**config.mk**
```make
export PLATFORM = sky130hd
export DESIGN_NAME = fetch_stage
export DESIGN_NICKNAME = d
export VERILOG_FILES = /design/src/rtl/fetch_stage.sv
export SDC_FILE = /design/constraint.sdc
export NUM_CORES = 1
export LEC_CHECK = 0
export ABC_CLOCK_PERIOD_IN_PS = 2400
export CORE_MARGIN = 3
export CORE_UTILIZATION = 40
export DETAILED_ROUTE_END_ITERATION = 8
export PLACE_DENSITY = 0.78
export SKIP_CTS_REPAIR_TIMING = 1
export SYNTH_ARGS = -nofsm -noshare
export SYNTH_HDL_FRONTEND = slang
export SYNTH_SLANG_ARGS = --single-unit
```
**constraint.sdc**
```tcl
create_clock -name clk -period 2.4 [get_ports clk]
set_input_delay 0.36 -clock clk [delete_from_list [all_inputs] [get_ports clk]]
set_output_delay 0.36 -clock clk [all_outputs]
set_load 0.01 [all_outputs]
```
**src/rtl/fetch_stage.sv**
```systemverilog
// ---------------------------------------------------------------------------
// fetch_stage
//   IF stage of the pipelined MIPS core. Owns the program counter, presents
//   the word address to the instruction memory, and captures the returned
//   word into the IF/ID pipeline register. Handles stall, flush, redirect
//   (taken branch/jump) and halt, and counts the real instructions it has
//   handed to ID.
//
// Ports
//   clk          in   1   single clock, all state changes on the rising edge
//   reset        in   1   synchronous, active-high
//   stall        in   1   hold PC and IF/ID
//   flush        in   1   replace IF/ID with a bubble on the next edge
//   redirect     in   1   load redirect_pc into PC
//   redirect_pc  in   32  target byte address (low two bits dropped)
//   halt         in   1   stop fetching until reset
//   imem_inst    in   32  instruction word read combinationally at imem_pc
//   imem_pc      out  30  word address, PC[31:2]
//   id_inst      out  32  IF/ID instruction
//   id_pc4       out  32  IF/ID PC+4 of that instruction
//   id_valid     out  1   IF/ID holds a real instruction
//   inst_count   out  32  valid instructions loaded into IF/ID since reset
//   misalign_err out  1   sticky flag: a misaligned redirect target was taken
// ---------------------------------------------------------------------------
module fetch_stage #(
   parameter logic [31:0] RESET_PC = 32'h0040_0000,
   parameter logic [31:0] NOP_WORD = 32'h0000_0000
) (
   input  logic        clk,
   input  logic        reset,
   input  logic        stall,
   input  logic        flush,
   input  logic        redirect,
   input  logic [31:0] redirect_pc,
   input  logic        halt,
   input  logic [31:0] imem_inst,
   output logic [29:0] imem_pc,
   output logic [31:0] id_inst,
   output logic [31:0] id_pc4,
   output logic        id_valid,
   output logic [31:0] inst_count,
   output logic        misalign_err
);

   typedef enum logic {
      RUN  = 1'b0,
      HALT = 1'b1
   } state_t;

   state_t      state;
   logic [31:0] pc;
   logic [31:0] pc_next_seq;

   // Sequential successor of the PC; wraps naturally at 2^32.
   assign pc_next_seq = pc + 32'd4;

   // The memory is addressed by word, so the two always-zero byte bits are dropped.
   assign imem_pc = pc[31:2];

   // Whole stage state: RUN/HALT control plus PC and IF/ID register.
   // In RUN the priority is redirect > stall > flush > normal fetch. A redirect
   // beats a stall because the word currently being fetched is on the wrong
   // path anyway. Halt beats everything, including a same-cycle redirect, and
   // the only way out of HALT is reset.
   always_ff @(posedge clk) begin
      if (reset) begin
         state        <= RUN;
         pc           <= RESET_PC;
         id_inst      <= NOP_WORD;
         id_pc4       <= 32'd0;
         id_valid     <= 1'b0;
         inst_count   <= 32'd0;
         misalign_err <= 1'b0;
      end else begin
         case (state)
            RUN: begin
               if (halt) begin
                  state    <= HALT;
                  id_inst  <= NOP_WORD;
                  id_pc4   <= 32'd0;
                  id_valid <= 1'b0;
               end else if (redirect) begin
                  pc       <= {redirect_pc[31:2], 2'b00};
                  id_inst  <= NOP_WORD;
                  id_pc4   <= 32'd0;
                  id_valid <= 1'b0;
                  if (redirect_pc[1:0] != 2'b00) begin
                     misalign_err <= 1'b1;
                  end
               end else if (stall) begin
                  pc       <= pc;
               end else if (flush) begin
                  pc       <= pc_next_seq;
                  id_inst  <= NOP_WORD;
                  id_pc4   <= 32'd0;
                  id_valid <= 1'b0;
               end else begin
                  pc         <= pc_next_seq;
                  id_inst    <= imem_inst;
                  id_pc4     <= pc_next_seq;
                  id_valid   <= 1'b1;
                  inst_count <= inst_count + 32'd1;
               end
            end
            HALT: begin
               id_inst  <= NOP_WORD;
               id_pc4   <= 32'd0;
               id_valid <= 1'b0;
            end
            default: begin
               state <= RUN;
            end
         endcase
      end
   end

endmodule

```
---- Yosys cells after proc, flatten, opt, wreduce, memory -nomap -nowiden ----
Index checks and enable logic that the tools add are counted.
operators by class
  equal/unequal tests ..................... 2
  add/sub/neg operators ................... 2
  multiplexer cells ....................... 19
  reductions and logical operators ........ 4
  bitwise gates (word level) .............. 5
operator list
  operator                                        count
  two-way mux 32 bit                              10
  one-hot mux 32 bit (2 select lines)             2
  adder 32 x 1 -> 32 bit (second input constant)  1
  adder 32 x 3 -> 32 bit (second input constant)  1
  two-way mux 1 bit                               6
  inverter 1 bit                                  5
  AND reduction 5 bit                             1
  != test 4 bit (second input constant)           1
  AND reduction 4 bit                             1
  AND reduction 3 bit                             1
  != test 2 x 1 -> 1 bit (second input constant)  1
  one-hot mux 1 bit (2 select lines)              1
  nonzero test 2 bit                              1
storage, ports and cells
  logic and storage cells ................. 39
  register bits after elaboration ......... 131
  output and inout port bits .............. 128
  input port bits ......................... 70

---- Logic depth before layout (Yosys ltp) ----
  depth in word-level cells ............... 6
  depth in mapped cells ................... 7
  mapped depth without buffers ............ 5

---- Least setup slack after synthesis ----
OpenSTA, ideal clock, no wires.
  path kind ............................... reg2reg
  start ................................... register pc[2]
  end ..................................... register id_pc4[28]
  data required time ...................... 2267 ps
  cell stages (with the launch flop) ...... 8
  path slack .............................. 72 ps
  clock period less this slack ............ 2328 ps
  arrival time ............................ 2195 ps
  buffers on the path ..................... 2
  library setup time ...................... 133 ps
  cells stage by stage .................... dfxtp_1 > ha_1 > nand3_4 > or4_1 > buf_2 > clkbuf_1 > o311ai_0 > nand3_1
on the way
  word-level cells in the longest chain between the ends .. 6
RTL lines
  element                              line  RTL
  start: declaration                   51    logic [31:0] pc;
  start signal: assignment             83    pc <= {redirect_pc[31:2], 2'b00};
  start signal: assignment             91    pc <= pc;
  start signal: assignment             93    pc <= pc_next_seq;
  adder 32 x 3 -> 32 bit               55    assign pc_next_seq = pc + 32'd4;
  two-way mux 32 bit                   92    end else if (flush) begin
  two-way mux 32 bit                   90    end else if (stall) begin
  two-way mux 32 bit                   82    end else if (redirect) begin
  two-way mux 32 bit                   77    if (halt) begin
  one-hot mux 32 bit (2 select lines)  75    case (state)
  end signal: assignment               100   id_pc4 <= pc_next_seq;
  end: declaration                     39    output logic [31:0] id_pc4,
Every way passes these cells. The select of a mux whose other input is x is not followed.
A chain may end at the register's enable or synchronous reset.

---- Final worst setup path ----
  start ................................... register pc[4]
  end ..................................... register pc[23]
on the way
  word-level cells in the longest chain between the ends .. 3
RTL lines
  element                 line
  adder 32 x 3 -> 32 bit  55
  two-way mux 32 bit      90
  two-way mux 32 bit      82
Every way passes these cells. The select of a mux whose other input is x is not followed.

==> flow_metrics.py <==
metrics = {
    "job": {
        "max_cap_violations": 0,
    },
    "timing": {
        "finalClockSkew_ns": 0.00777,
        "fin_crit_sh_pct": 92.8,
        "grt_setup_unrepaired": "no",
        "hold_viol_final": 0,
        "setup_tns_ns": 0,
        "fin_crit_ns": 2.23,
        "setup_viol": 0,
        "max_freq_ghz": 0.449,
        "tightestPinTransition_ns": 0.609,
        "slew_violations": 0,
        "slew_headroom_pct": 59.0,
    },
    "clock_network": {
        "numCtsBuffers": 17,
        "clk_pin_slew_ns": 0.06,
        "clock-root-buffer": "clkbuf_16",
        "clock_latency_ns": 0.42,
        "clock-sinks": 128,
        "clock_path_buffers": 2,
        "tritoncts": "done",
        "htreeDepth": 4,
    },
    "die": {
        "rows": 45,
        "die_w_um": 131,
        "start_util_pct": 41.0,
        "die_area_mm2": 0.0172,
        "die_h_um": 131,
        "coreArea_mm2": 0.0153,
        "io_pins": 198,
    },
    "status": {
        "outcome": "finished, final reports clean",
    },
    "worst_setup_path": {
        "critPathMaxStageDelay_ns": 0.69,
        "required_ns": 2.75,
        "crit_type": "flip-flop to flip-flop",
        "cp.arrival_ns": 2.57,
        "crit_slowest_cell": "or4_4",
        "crit_family": "simple AND/OR/NAND/NOR gates",
        "worst_setup_path_end_kind": "flip-flop",
        "start_kind": "flip-flop",
        "path_cells": "nand4_2 -> or4_4 -> or4_1 -> a31oi_1",
        "crit_fanout": 24,
        "path_buf_inv": 0,
    },
    "detailed_routing": {
        "vias_per_cell": 5.65,
        "firstDrtPassIters": 4,
        "ant_nets": 0,
        "drc": 0,
        "vias": 6650,
        "wire_per_inst_um": 16.9,
        "drt_iter0_markers": 654,
        "drt-total-wl_um": 19900,
    },
    "logic_synthesis": {
        "synthDistinctLibCells": 59,
        "synth_area_mm2": 0.00626,
        "ys.warnings.count": 0,
        "synth_edf_count": 0,
        "syn_area_per_cell_um2": 8.31,
        "ys_ff_latch": 128,
        "synth_seq_area_share_pct": 41.0,
        "postSynth.asyncResetShare_pct": 0,
        "dominantRegCellSynth": "dfxtp_1",
        "synth_nets": 825,
        "synthCells": 753,
    },
    "final_layout": {
        "drive_above_1_share_pct": 10.7,
        "finalInstanceArea_mm2": 0.00916,
        "areaGrowthSynthToFinish_pct": 46.5,
        "fillers": 1330,
        "final_common_cell": "clkdlybuf4s50_1",
        "layout_common_cells": "clkdlybuf4s50_1, dfxtp_1, nor2_1",
        "finish.net_count": 1025,
        "multi_input_area_mm2": 0.00340,
        "seq_area_mm2": 0.00256,
    },
    "power_and_ir_drop": {
        "power_density_mw_per_mm2": 546,
        "leakagePower_uw": 0.00315,
        "p_total_uw": 5000,
        "peakVddDrop_uv": 431,
    },
    "global_routing": {
        "grt_pass1_vias": 6022,
        "grt_overflow_total": 0,
        "grt_max_degree": 41,
        "track_usage_pct": 22.9,
        "antenna_found_initial": 1,
        "grt_pass1_wl_um": 31300,
    },
    "placed_design": {
        "placed_cell_area_mm2": 0.00864,
        "portBuffers": 197,
        "hpwl_um": 13900,
        "gp_congestion": 0.847,
    },
    "worst_hold_path": {
        "hold_path.class": "primary input to flip-flop",
    },
}
## synth_stat cells (8+ instances only)
cell	number	share of area (%)
o211ai_1	18	2.2
o21ai_0	25	2.0
a22oi_1	36	4.3
nor2_1	76	4.6
inv_1	8	0.48
nor2b_1	11	1.1
xnor2_1	13	1.8
o31ai_1	17	2.0
a31oi_1	12	1.2
nand4_1	27	2.7
a21oi_1	41	3.3
dfxtp_1	128	41
nor3_1	14	1.1
nand3_1	40	3.2
or4_1	34	4.1
and3_1	22	2.2
nand2_1	56	3.4
and4_1	9	1.3
clkbuf_1	52	3.1
nor4_1	9	0.90
## registers in the layout, indices dropped and copies added, names as in the netlist
name / cells
state: 1
pc: 30
id_inst: 32
misalign_err: 1
id_valid: 1
id_pc4: 31
inst_count: 32
## stage by stage
step	hold slack, ns	setup slack, ns	utilization (%)	std cells
6_report	0.301	0.173	60.1	1178
4_1_cts	0.282	0.185	60.0	1177
3_3_place_gp	0.437	0.0910	56.6	1145
2_1_floorplan	0.476	0.0724	-	753
3_5_place_dp	0.442	0.0210	56.6	1145
5_1_grt	0.309	0.0583	60.1	1178
## logic make-up (layout without fill, tap and decap cells)
family	Yosys count	in the layout	synth area share [%]
compound gates	187	187	20.2
xor+xnor	20	20	2.80
fa+ha+maj	2	2	0.400
buf+inv	75	288	4.80
flops	128	128	41.0
mux	6	6	1.02
other cells	0	1	0
simple gates	335	335	29.9
## power breakdown
group,internal (uW),switching (uW),total [uW]
clock network,1330,938,2270
logic,266,245,512
registers,2160,54.8,2220
total,3760,1240,5000
## path summary, 6_finish.rpt
kind | slack [ns] | cells after the start | end | start
hold reg to reg | 0.45 | 2 | id_pc4[20]$_SDFFE_PP0P_ | id_pc4[20]$_SDFFE_PP0P_
hold / removal | 0.30 | 2 | state$_SDFF_PP0_ | reset
setup reg to reg | 0.17 | 4 | pc[23]$_SDFFE_PP0P_ | pc[4]$_SDFFE_PP0P_
setup / recovery | 0.17 | 4 | pc[23]$_SDFFE_PP0P_ | pc[4]$_SDFFE_PP0P_
## cell type report
cell class | count | share of cell area [%]
tap | 211 | 2.88
sequential | 128 | 28.0
clock inverter | 11 | 0.737
inverter | 8 | 0.328
clock buffer | 21 | 4.92
timing repair buffer | 248 | 26.0
antenna | 1 | 0.0273
multi-input combinational | 550 | 37.1
## routing by layer
layer,track usage (%),vias to the layer above,part of all wire [%]
met5,0,-,0
met4,7.86,0,1.5
met3,7.01,25,9.8
met2,34.6,312,45
met1,31.0,3078,43
li1,-,3235,-
Power figures use the tool's default switching activity.
